### src/rtl/stg_xt_irq_sched.sv
// Interrupt scheduler ahead of stg_xt: latches IRQ lines, grants round-robin and injects a
// single JSRui at a macro-sequence boundary while the pending fetch word is held.
`ifndef SIZE_ADDR
`define SIZE_ADDR 16
`endif
`ifndef SIZE_DATA
`define SIZE_DATA 24
`endif
`ifndef OPC_JSRui
`define OPC_JSRui 8'hC7
`endif

module stg_xt_irq_sched #(
  parameter int          N_IRQ      = 4,
  parameter logic [11:0] VEC_BASE   = 12'h040,
  parameter logic [11:0] VEC_STRIDE = 12'd4
) (
  input  logic                  iw_clk,
  input  logic                  iw_rst,
  input  logic [N_IRQ-1:0]      iw_irq,
  input  logic [N_IRQ-1:0]      iw_irq_mask,
  input  logic                  iw_irq_en,
  input  logic [`SIZE_ADDR-1:0] iw_pc,
  input  logic [`SIZE_DATA-1:0] iw_instr,
  input  logic                  iw_xt_busy,
  input  logic                  iw_flush,
  input  logic                  iw_stall,
  output logic [`SIZE_ADDR-1:0] ow_pc,
  output logic [`SIZE_DATA-1:0] ow_instr,
  output logic                  ow_fetch_hold,
  output logic [N_IRQ-1:0]      ow_irq_ack,
  output logic                  ow_irq_active
);

  localparam int PTR_W = (N_IRQ > 1) ? $clog2(N_IRQ) : 1;

  typedef enum logic [1:0] {IDLE, ARM, SEEN, DRAIN} state_t;

  state_t           state, next_state;
  logic [N_IRQ-1:0] pending, eligible, ack_vec;
  logic [PTR_W-1:0] rr_ptr, next_ptr, grant_idx, hi_idx, lo_idx;
  logic             hi_vld, lo_vld;
  logic             boundary, inject, wd_cnt;
  logic [11:0]      imm12;

  assign eligible = iw_irq_en ? (pending & iw_irq_mask) : '0;
  assign boundary = !iw_xt_busy && !iw_stall && !iw_flush;
  assign inject   = (state == ARM) && boundary && (|eligible);
  assign imm12    = VEC_BASE + VEC_STRIDE * 12'(grant_idx);
  assign next_ptr = (grant_idx == PTR_W'(N_IRQ - 1)) ? '0 : grant_idx + 1'b1;

  // Round-robin: lowest eligible index at or above rr_ptr, else lowest eligible overall (wrap).
  always_comb begin
    hi_idx = '0;
    lo_idx = '0;
    hi_vld = 1'b0;
    lo_vld = 1'b0;
    for (int i = N_IRQ - 1; i >= 0; i--) begin
      if (eligible[i]) begin
        lo_idx = PTR_W'(i);
        lo_vld = 1'b1;
        if (PTR_W'(i) >= rr_ptr) begin
          hi_idx = PTR_W'(i);
          hi_vld = 1'b1;
        end
      end
    end
    grant_idx = hi_vld ? hi_idx : lo_idx;
  end

  always_ff @(posedge iw_clk) begin
    if (iw_rst) begin
      state <= IDLE;
    end else begin
      state <= next_state;
    end
  end

  // A new request in the same cycle as its ack keeps the pending bit set.
  always_ff @(posedge iw_clk) begin
    if (iw_rst) begin
      pending <= '0;
      rr_ptr  <= '0;
      wd_cnt  <= 1'b0;
    end else begin
      pending <= (pending & ~ack_vec) | iw_irq;
      if (inject) begin
        rr_ptr <= next_ptr;
      end
      wd_cnt <= (state == SEEN) && (next_state == SEEN);
    end
  end

  always_comb begin
    next_state = state;
    if (iw_flush) begin
      next_state = IDLE;
    end else begin
      case (state)
        IDLE:    if (|eligible) next_state = ARM;
        ARM: begin
          if (inject)          next_state = SEEN;
          else if (~|eligible) next_state = IDLE;
        end
        SEEN:    if (iw_xt_busy || wd_cnt) next_state = DRAIN;
        DRAIN:   if (!iw_xt_busy && !iw_stall) next_state = IDLE;
        default: next_state = IDLE;
      endcase
    end
  end

  // Flush overrides everything; the injection itself can never coincide with a flush.
  always_comb begin
    ow_pc         = iw_pc;
    ow_instr      = iw_instr;
    ow_fetch_hold = 1'b0;
    ow_irq_active = 1'b0;
    ack_vec       = '0;
    if (!iw_flush) begin
      case (state)
        ARM: begin
          if (inject) begin
            ow_instr      = {`OPC_JSRui, 4'b0000, imm12};
            ow_fetch_hold = 1'b1;
            ow_irq_active = 1'b1;
            ack_vec       = N_IRQ'(1) << grant_idx;
          end
        end
        SEEN: begin
          ow_fetch_hold = 1'b1;
          ow_irq_active = 1'b1;
        end
        DRAIN: begin
          ow_fetch_hold = iw_xt_busy || iw_stall;
          ow_irq_active = 1'b1;
        end
        default: ;
      endcase
    end
  end

  assign ow_irq_ack = ack_vec;

endmodule
### config.mk
export PLATFORM = sky130hd
export DESIGN_NAME = stg_xt_irq_sched
export DESIGN_NICKNAME = d
export VERILOG_FILES = /design/src/rtl/stg_xt_irq_sched.sv
export SDC_FILE = /design/constraint.sdc
export NUM_CORES = 1
export LEC_CHECK = 0
export ABC_AREA = 0
export ABC_CLOCK_PERIOD_IN_PS = 2200
export BUFFER_PORTS_ARGS = -buffer_cell sky130_fd_sc_hd__buf_2
export CELL_PAD_IN_SITES_DETAIL_PLACEMENT = 1
export CELL_PAD_IN_SITES_GLOBAL_PLACEMENT = 2
export CORE_MARGIN = 1.5
export CORE_UTILIZATION = 14
export CTS_CLUSTER_DIAMETER = 30
export DETAILED_ROUTE_END_ITERATION = 7
export PLACE_DENSITY_LB_ADDON = 0.05
export SLEW_MARGIN = 25
export SYNTH_ARGS = -nofsm -noshare
export SYNTH_HDL_FRONTEND = slang
export SYNTH_SLANG_ARGS = --single-unit
export TNS_END_PERCENT = 100
### constraint.sdc
create_clock -name iw_clk -period 2.2 [get_ports iw_clk]
set_clock_uncertainty 0.1 [all_clocks]
set_input_delay 0.22 -clock iw_clk [delete_from_list [all_inputs] [get_ports iw_clk]]
set_output_delay 0.22 -clock iw_clk [all_outputs]
set_load 0.1 [all_outputs]
; ---- After elaboration in Yosys (flattened, before gate mapping)
; Index checks and enable logic that the tools add are counted.
[totals]
ff_bits = 9
output_inout_bits = 46
[op_classes]
n_addsub = 2
magnitude_cmp = 4
n_eq_ne = 5
shift = 1
mux = 41
bitwise_logic = 4
reduce_logical = 13
[ops]
columns = operator, count
row1 = 24-bit two-way mux, 3
row2 = 2-bit two-way mux, 20
row3 = 4-bit two-way mux, 4
row4 = 1-bit two-way mux, 11
row5 = 7-bit by 4-bit adder with 8-bit output (first input constant), 1
row6 = 4-bit AND, 2
row7 = 2-bit equality test (second input constant), 4
row8 = 2-bit case mux with 4 select lines, 1
row9 = 1-bit logical AND, 5
row10 = 1-bit by 2-bit greater-or-equal comparator with 1-bit output (first input constant), 2
row11 = 2-bit greater-or-equal comparator (first input constant), 2
row12 = 4-bit inverter, 1
row13 = 4-bit bitwise OR, 1
row14 = 4-bit OR reduction, 1
row15 = 1-bit by 2-bit left shift with 4-bit output (first input constant), 1
row16 = 1-bit logical NOT, 3
row17 = 1-bit case mux with 3 select lines, 1
row18 = 2-bit by 1-bit adder with 2-bit output (second input constant), 1
row19 = 2-bit by 1-bit equality test with 1-bit output (second input constant), 1
row20 = 2-bit logical NOT, 1
row21 = 1-bit logical OR, 2
row22 = 1-bit case mux with 2 select lines, 1
row23 = 2-bit OR reduction, 1

; ---- Logic depth before layout (Yosys ltp)
; Gate-level depths: netlist of the first run.
[logic_depth]
word_depth = 17
ltp_mapped = 8
ltp_nobuf = 8

; ---- Worst setup path after synthesis of the first run
; Ideal clock, no wire load.
[synth_timing]
path_kind = flip-flop to output port
start = register state[0]
end = output port ow_irq_active
arrival_time_ps = 3075
required_time_ps = 1880
slack_ps = -1195
path_stages_with_launch = 7
cell_sequence = dfxtp_1 > or3b_1 > or3_1 > buf_2 > or2_4 > buf_2 > a21oi_1
[synth_via]
elab_chain_len = 6
[synth_rtl]
columns = item, line
row1 = start: declaration, 39  ; state_t state, next_state;
row2 = start signal: assignment, 75  ; state <= next_state;
row3 = 2-bit by 1-bit equality test with 1-bit output, "48, 120"
row4 = 1-bit logical AND (2 in series), 48  ; assign inject = (state == ARM) && boundary && (|eligible);
row5 = 1-bit two-way mux, 122  ; if (inject) begin
row6 = 1-bit case mux with 2 select lines *, 120  ; case (state)
row7 = 1-bit two-way mux *, 119  ; if (!iw_flush) begin
row8 = end: declaration, 32  ; output logic ow_irq_active
; Mark *: on every way between the ends. The rest lies on a longest branch, timed or not.

; ---- Worst setup path after layout of the first run
[layout_timing]
start = register state[0]
end = output port ow_fetch_hold
[layout_via]
elab_chain_len = 6
[layout_rtl]
columns = item, line
row1 = 2-bit by 1-bit equality test with 1-bit output, "48, 120"
row2 = 1-bit logical AND (2 in series), 48
row3 = 1-bit two-way mux, 122
row4 = 1-bit case mux with 3 select lines *, 120
row5 = 1-bit two-way mux *, 119
row6 = end: declaration, 30  ; output logic ow_fetch_hold,
; Marks and branches as above.

==> impl_metrics.ini, run 1 <==
[sta]
setup_viol = 30
setup_ws_ns = -0.178
rsz0062_at_grt = yes
min_period_over_period = 1.08
slew_violations = 0
slew-limit-headroom = 0.637
hold_violations = 0
period_needed_ns = 2.38
fin_setup_tns_ns = -4.35
tightest_slew_ns = 0.544
max_freq_ghz = 0.421

[synth]
dominantRegCellSynth = dfxtp_1
syn_nets = 181
yosysSeqAreaShare = 0.198
synth_warnings = 0
synth_top_family_by_area = simple AND/OR/NAND/NOR gates
ys_ff_latch = 9
synth_edf_count = 0
yosys.area_share.simple = 0.283
synthArstFlopShare = 0
synth_top_area_frac = 0.198
synthMuxAreaShare = 0.0248
synth_compound_area_frac = 0.221
synth_top_area_cell = dfxtp_1
ys_top_cells_by_area = dfxtp_1 20%, buf_4 13%, and2_1 11%
syn-cell-area_um2 = 910
syn_inst = 123
synth_xor_xnor_area_share = 0
synth_cell_types = 32
synth.avg_cell_area_um2 = 7.40
synthAdderAreaFrac = 0.0550
synth.top_cells.by_count = 16 x and2_1, 16 x buf_4, 13 x inv_1

[clock_tree]
cts_sinks = 9
clock_latency_ns = 0.23
clkTransAtPathRegs_ns = 0.05
cts_max_level = 1
root_buffer = clkbuf_8
cts_made_buffers = 3
cts_tree = done
clock_path_buffers = 2
holdBufCountCts = 0

[power]
p_per_area_nw_per_um2 = 404
ir_worst_vdd_v = 0.000149
p_leak_nw = 0.883

[drt]
route.vias.total = 1084
avgViaCountPerCell = 4.11
wl_mm = 3.42
ant_nets = 0
dr.pass1.iters = 4
routedWlPerCell_um = 12.9
drc = 0
drtIter0Drc = 25

[final_layout]
utilization = 0.310
multi_input_area_um2 = 691
diodes = 0
layout-drive-gt1-share = 0.679
seq_area_um2 = 184
fillers = 751
fin_nets = 246
area_growth_pct = 115

[global_routing]
grt_pass1_vias = 1167
grt_overflow = 0
grt_max_degree = 16
grt_pass1_wl_mm = 5.46
grt_util_all_layers = 0.0965
antenna_found_initial = 0

[critical_path]
r2r.worst_path.cells = 6
critPathKind = reg2out
cp_data_required_time_ns = 1.88
cp-start-kind = flip-flop
crit_path_end_kind = output pin
cp_max_fo = 15
arrival_ns = 2.06

[floorplanning]
die_x_um = 83.6
die_height_um = 83.6
dieArea_um2 = 6990
start_util = 0.144
core_um2 = 6310
top_level_ports = 100
row_count = 29

[placement]
hpwlAfterDp_mm = 2.91
gp_congestion = 0.753
numPortBuffers = 67

[worst_hold_path]
whs_path_depth = 2
hp-class = in2reg

[outcome]
violations = setup timing
status = finished with violations

[run]
drv_cap = 0
==> kinds of logic (layout without fill, tap and decap cells) <==
| group | count (synthesis) | in the layout |
|---|---|---|
| AOI/OAI and AO/OA | 29 | 29 |
| adders and majority gates | 4 | 4 |
| buffers and inverters | 34 | 98 |
| DFF | 9 | 9 |
| muxes | 2 | 2 |
| and+or+nand+nor | 45 | 45 |
==> report_power, final <==
part | internal (mW) | switching, mW
registers | 0.170 | 0.00587
clock network | 0.127 | 0.0677
logic | 0.167 | 0.254
==> cell type report <==
cell class	count	share of cell area
inverter	13	0.0249
multi-input combinational	80	0.353
clock buffer	4	0.0230
tap	77	0.0492
timing repair buffer	81	0.456
sequential	9	0.0939
==> repair_timing <==
| item | 4_1_cts | 5_1_grt |
|---|---|---|
| gates cloned | 0 | 0 |
| gates resized for setup | 16 | 3 |
| setup buffers | 2 | 1 |
| setup endpoints to repair | 30 | 30 |
| pin swaps | 0 | 3 |
==> critical path, cell delays in order, from the launching register on <==
cell and delay [ns]:
dfxtp_2 0.32, or3b_4 0.38, or3_4 0.35, or2_4 0.26, buf_12 0.16, a21oi_4 0.15
buf_12 0.19
==> sequential cells by signal, summed over array words and instances (netlist names) <==
name,count
wd_cnt,1
state,2
rr_ptr,2
pending,4
==> through the flow <==
| stage | total power, mW | std cells | instance area [um2] | worst slack, ns | hold slack, ns |
|---|---|---|---|---|---|
| after floorplan | 0.564 | 123 | 1060 | -0.246 | 0.190 |
| after global placement | 0.589 | 257 | 1840 | -0.0902 | 0.330 |
| after detailed placement | 0.591 | 257 | 1840 | -0.0787 | 0.328 |
| after CTS | 0.799 | 263 | 1940 | -0.222 | 0.0875 |
| after global routing | 0.830 | 264 | 1960 | -0.237 | 0.0997 |
| final | 0.791 | 264 | 1960 | -0.178 | 0.0995 |
==> worst paths after layout <==
check / startpoint / end / slack, ns
worst max-delay path: state[0]$_SDFF_PP0_ / ow_fetch_hold / -0.18
worst min-delay path: iw_flush / state[0]$_SDFF_PP0_ / 0.1
worst max register to register: state[0]$_SDFF_PP0_ / wd_cnt$_SDFF_PP0_ / 0.16
worst min register to register: pending[1]$_SDFF_PP0_ / pending[1]$_SDFF_PP0_ / 0.41
==> per-layer routing <==
layer	part of all wire	global-route usage
met5	0	0
met4	0.021	0.0477
met3	0.13	0.0475
met2	0.44	0.157
met1	0.40	0.104
==> layout by cell type (no fill, tap or decap), types with 4 or more instances in the layout <==
master     n
buf_2     37
buf_12    29
and2_4    16
buf_4     12
inv_1     11
a21oi_1    7
dfxtp_1    6
nand2_1    5
nand2b_4   4
nor2_4     4
o31ai_1    4
Note: power is estimated with default switching activity, not from simulation.
==> run 2: changes to the inputs <==
--- a/config.mk
+++ b/config.mk
@@ -15,6 +15,7 @@
 export CTS_CLUSTER_DIAMETER = 30
 export DETAILED_ROUTE_END_ITERATION = 7
 export PLACE_DENSITY_LB_ADDON = 0.05
+export SETUP_SLACK_MARGIN = 0.15
 export SLEW_MARGIN = 25
 export SYNTH_ARGS = -nofsm -noshare
 export SYNTH_HDL_FRONTEND = slang
==> run 2 against run 1 <==
  * The run still ends with setup timing left
  * Global-route usage up 1.3 points
  * Fmax about the same
  * First-iteration DRC count down 32%
  * Critical path type unchanged
  * Non-clock buffer count up 13
  * Clock power up 7%
  * Largest cell class unchanged
==> impl_metrics.ini, run 2 (same netlist as run 1, synthesis figures left out) <==
[drt]
drc = 0
dr.pass1.iters = 2
routedWlPerCell_um = 13.9
avgViaCountPerCell = 4.19
drtIter0Drc = 17
route.vias.total = 1165
wl_mm = 3.88
ant_nets = 0

[sta]
max_freq_ghz = 0.421
setup_ws_ns = -0.177
tightest_slew_ns = 0.577
period_needed_ns = 2.38
slew-limit-headroom = 0.614
min_period_over_period = 1.08
hold_violations = 0
slew_violations = 0
holdWs_ns = 0.0825
setup_viol = 30
rsz0062_at_grt = yes

[final_layout]
layout-drive-gt1-share = 0.741
multi_input_area_um2 = 737
diodes = 0
seq_area_um2 = 188
largest-register = pending
fillers = 722
largestRegisters = pending (4), rr_ptr (2), state (2)
mostFrequentLayoutCells = 37 x buf_2, 31 x buf_12, 18 x buf_4, 16 x and2_4, 8 x inv_1
fin_nets = 260
layout_commonest_cell = buf_2
largest_reg_flops = 4
area_growth_pct = 136

[clock_tree]
cts_tree = done
cts_sinks = 9
root_buffer = clkbuf_8
clock_latency_ns = 0.24
clkTransAtPathRegs_ns = 0.05
clock_path_buffers = 2
cts_made_buffers = 3
cts_max_level = 1
holdBufCountCts = 0

[placement]
pre_cts_slack_ns = -0.0638
hpwlAfterDp_mm = 3.07
gp_congestion = 0.783
numPortBuffers = 67

[critical_path]
cp-start-kind = flip-flop
crit_path_end = ow_instr[2]
cp-startpoint = state[0]$_SDFF_PP0_
arrival_ns = 2.06
reg2reg_from = pending[1]$_SDFF_PP0_
critPathKind = reg2out
r2r_slack_ns = 0.08
crit_path_end_kind = output pin
cp_data_required_time_ns = 1.88
cp_max_fo = 3
r2r.worst_path.cells = 9
regToRegEndpoint = rr_ptr[1]$_SDFFE_PP0P_

[power]
p_leak_nw = 0.980
total_power_uw = 826
ir_worst_vdd_v = 0.000233
p_per_area_nw_per_um2 = 384

[outcome]
status = finished with violations
violations = setup timing

[global_routing]
grt_max_degree = 12
grt_overflow = 0
antenna_found_initial = 0
grt_util_all_layers = 0.109
grt_pass1_wl_mm = 6.13
grt_pass1_vias = 1189

[floorplanning]
die_height_um = 83.6
die_x_um = 83.6
dieArea_um2 = 6990
start_util = 0.144
top_level_ports = 100
core_um2 = 6310
row_count = 29

[worst_hold_path]
hp-class = in2reg

[run]
drv_cap = 0
==> run 2: cell count changes in the layout (fill, tap and decap cells not counted), moves of 3 or more <==
cell   before  now
buf_4      12   18
buf_6       2    7
inv_1      11    8
inv_2       2    5
==> run 2: worst min path at each step <==
stage | startpoint | to | slack (ns) | cells past startpoint
after floorplan | iw_flush | state[0]$_SDFF_PP0_ | 0.19 | 1
after global placement | iw_flush | state[0]$_SDFF_PP0_ | 0.33 | 2
after detailed placement | iw_flush | state[0]$_SDFF_PP0_ | 0.34 | 2
after CTS | iw_flush | state[0]$_SDFF_PP0_ | 0.08 | 2
after global routing | iw_flush | state[0]$_SDFF_PP0_ | 0.09 | 2
final | iw_flush | state[0]$_SDFF_PP0_ | 0.08 | 2
==> run 2: report_power, final <==
part,switching [mW],internal [mW],leakage (nW)
Combinational,0.262,0.181,0.882
Sequential,0.00534,0.169,0.0755
Clock,0.0800,0.128,0.0228
Total,0.348,0.478,0.980
==> run 2: metrics by stage <==
stage	setup TNS, ns	utilization	instances	instance area, um2
detailed placement	-0.772	0.304	263	1920
finish	-4.22	0.340	278	2150
CTS	-4.33	0.327	274	2060
floorplan	-1.55	-	123	1070
global placement	-0.256	0.304	263	1920
global route	-5.54	0.340	278	2150
==> run 2: timing repair <==
item / CTS / global route
pin swaps: 6 / 8
gates resized for setup: 16 / 18
setup endpoints to repair: 35 / 36
cloned: 1 / 0
setup buffers: 6 / 4
==> run 2: layout make-up <==
class | count | share of cell area
flip-flops and latches | 9 | 0.0873
clock buffers | 4 | 0.0210
multi-input cells | 81 | 0.343
well taps | 77 | 0.0448
repair buffers | 94 | 0.481
inverters | 13 | 0.0227
==> run 2: layer usage <==
| layer | share of wire | wire length (um) | up-vias | global-route usage |
|---|---|---|---|---|
| met5 | 0 | 0 | - | 0 |
| met4 | 0.015 | 58 | 0 | 0.0373 |
| met3 | 0.071 | 277 | 10 | 0.0376 |
| met2 | 0.50 | 1950 | 44 | 0.184 |
| met1 | 0.41 | 1600 | 556 | 0.129 |
| li1 | - | - | 555 | - |
==> run 2: worst max-delay path, stage by stage (launching register included) <==
cell and delay [ns]:
dfxtp_2 0.31, or3b_1 0.36, or3_4 0.36, buf_6 0.13, nor2_4 0.08, buf_6 0.10
mux2_4 0.30, buf_12 0.17
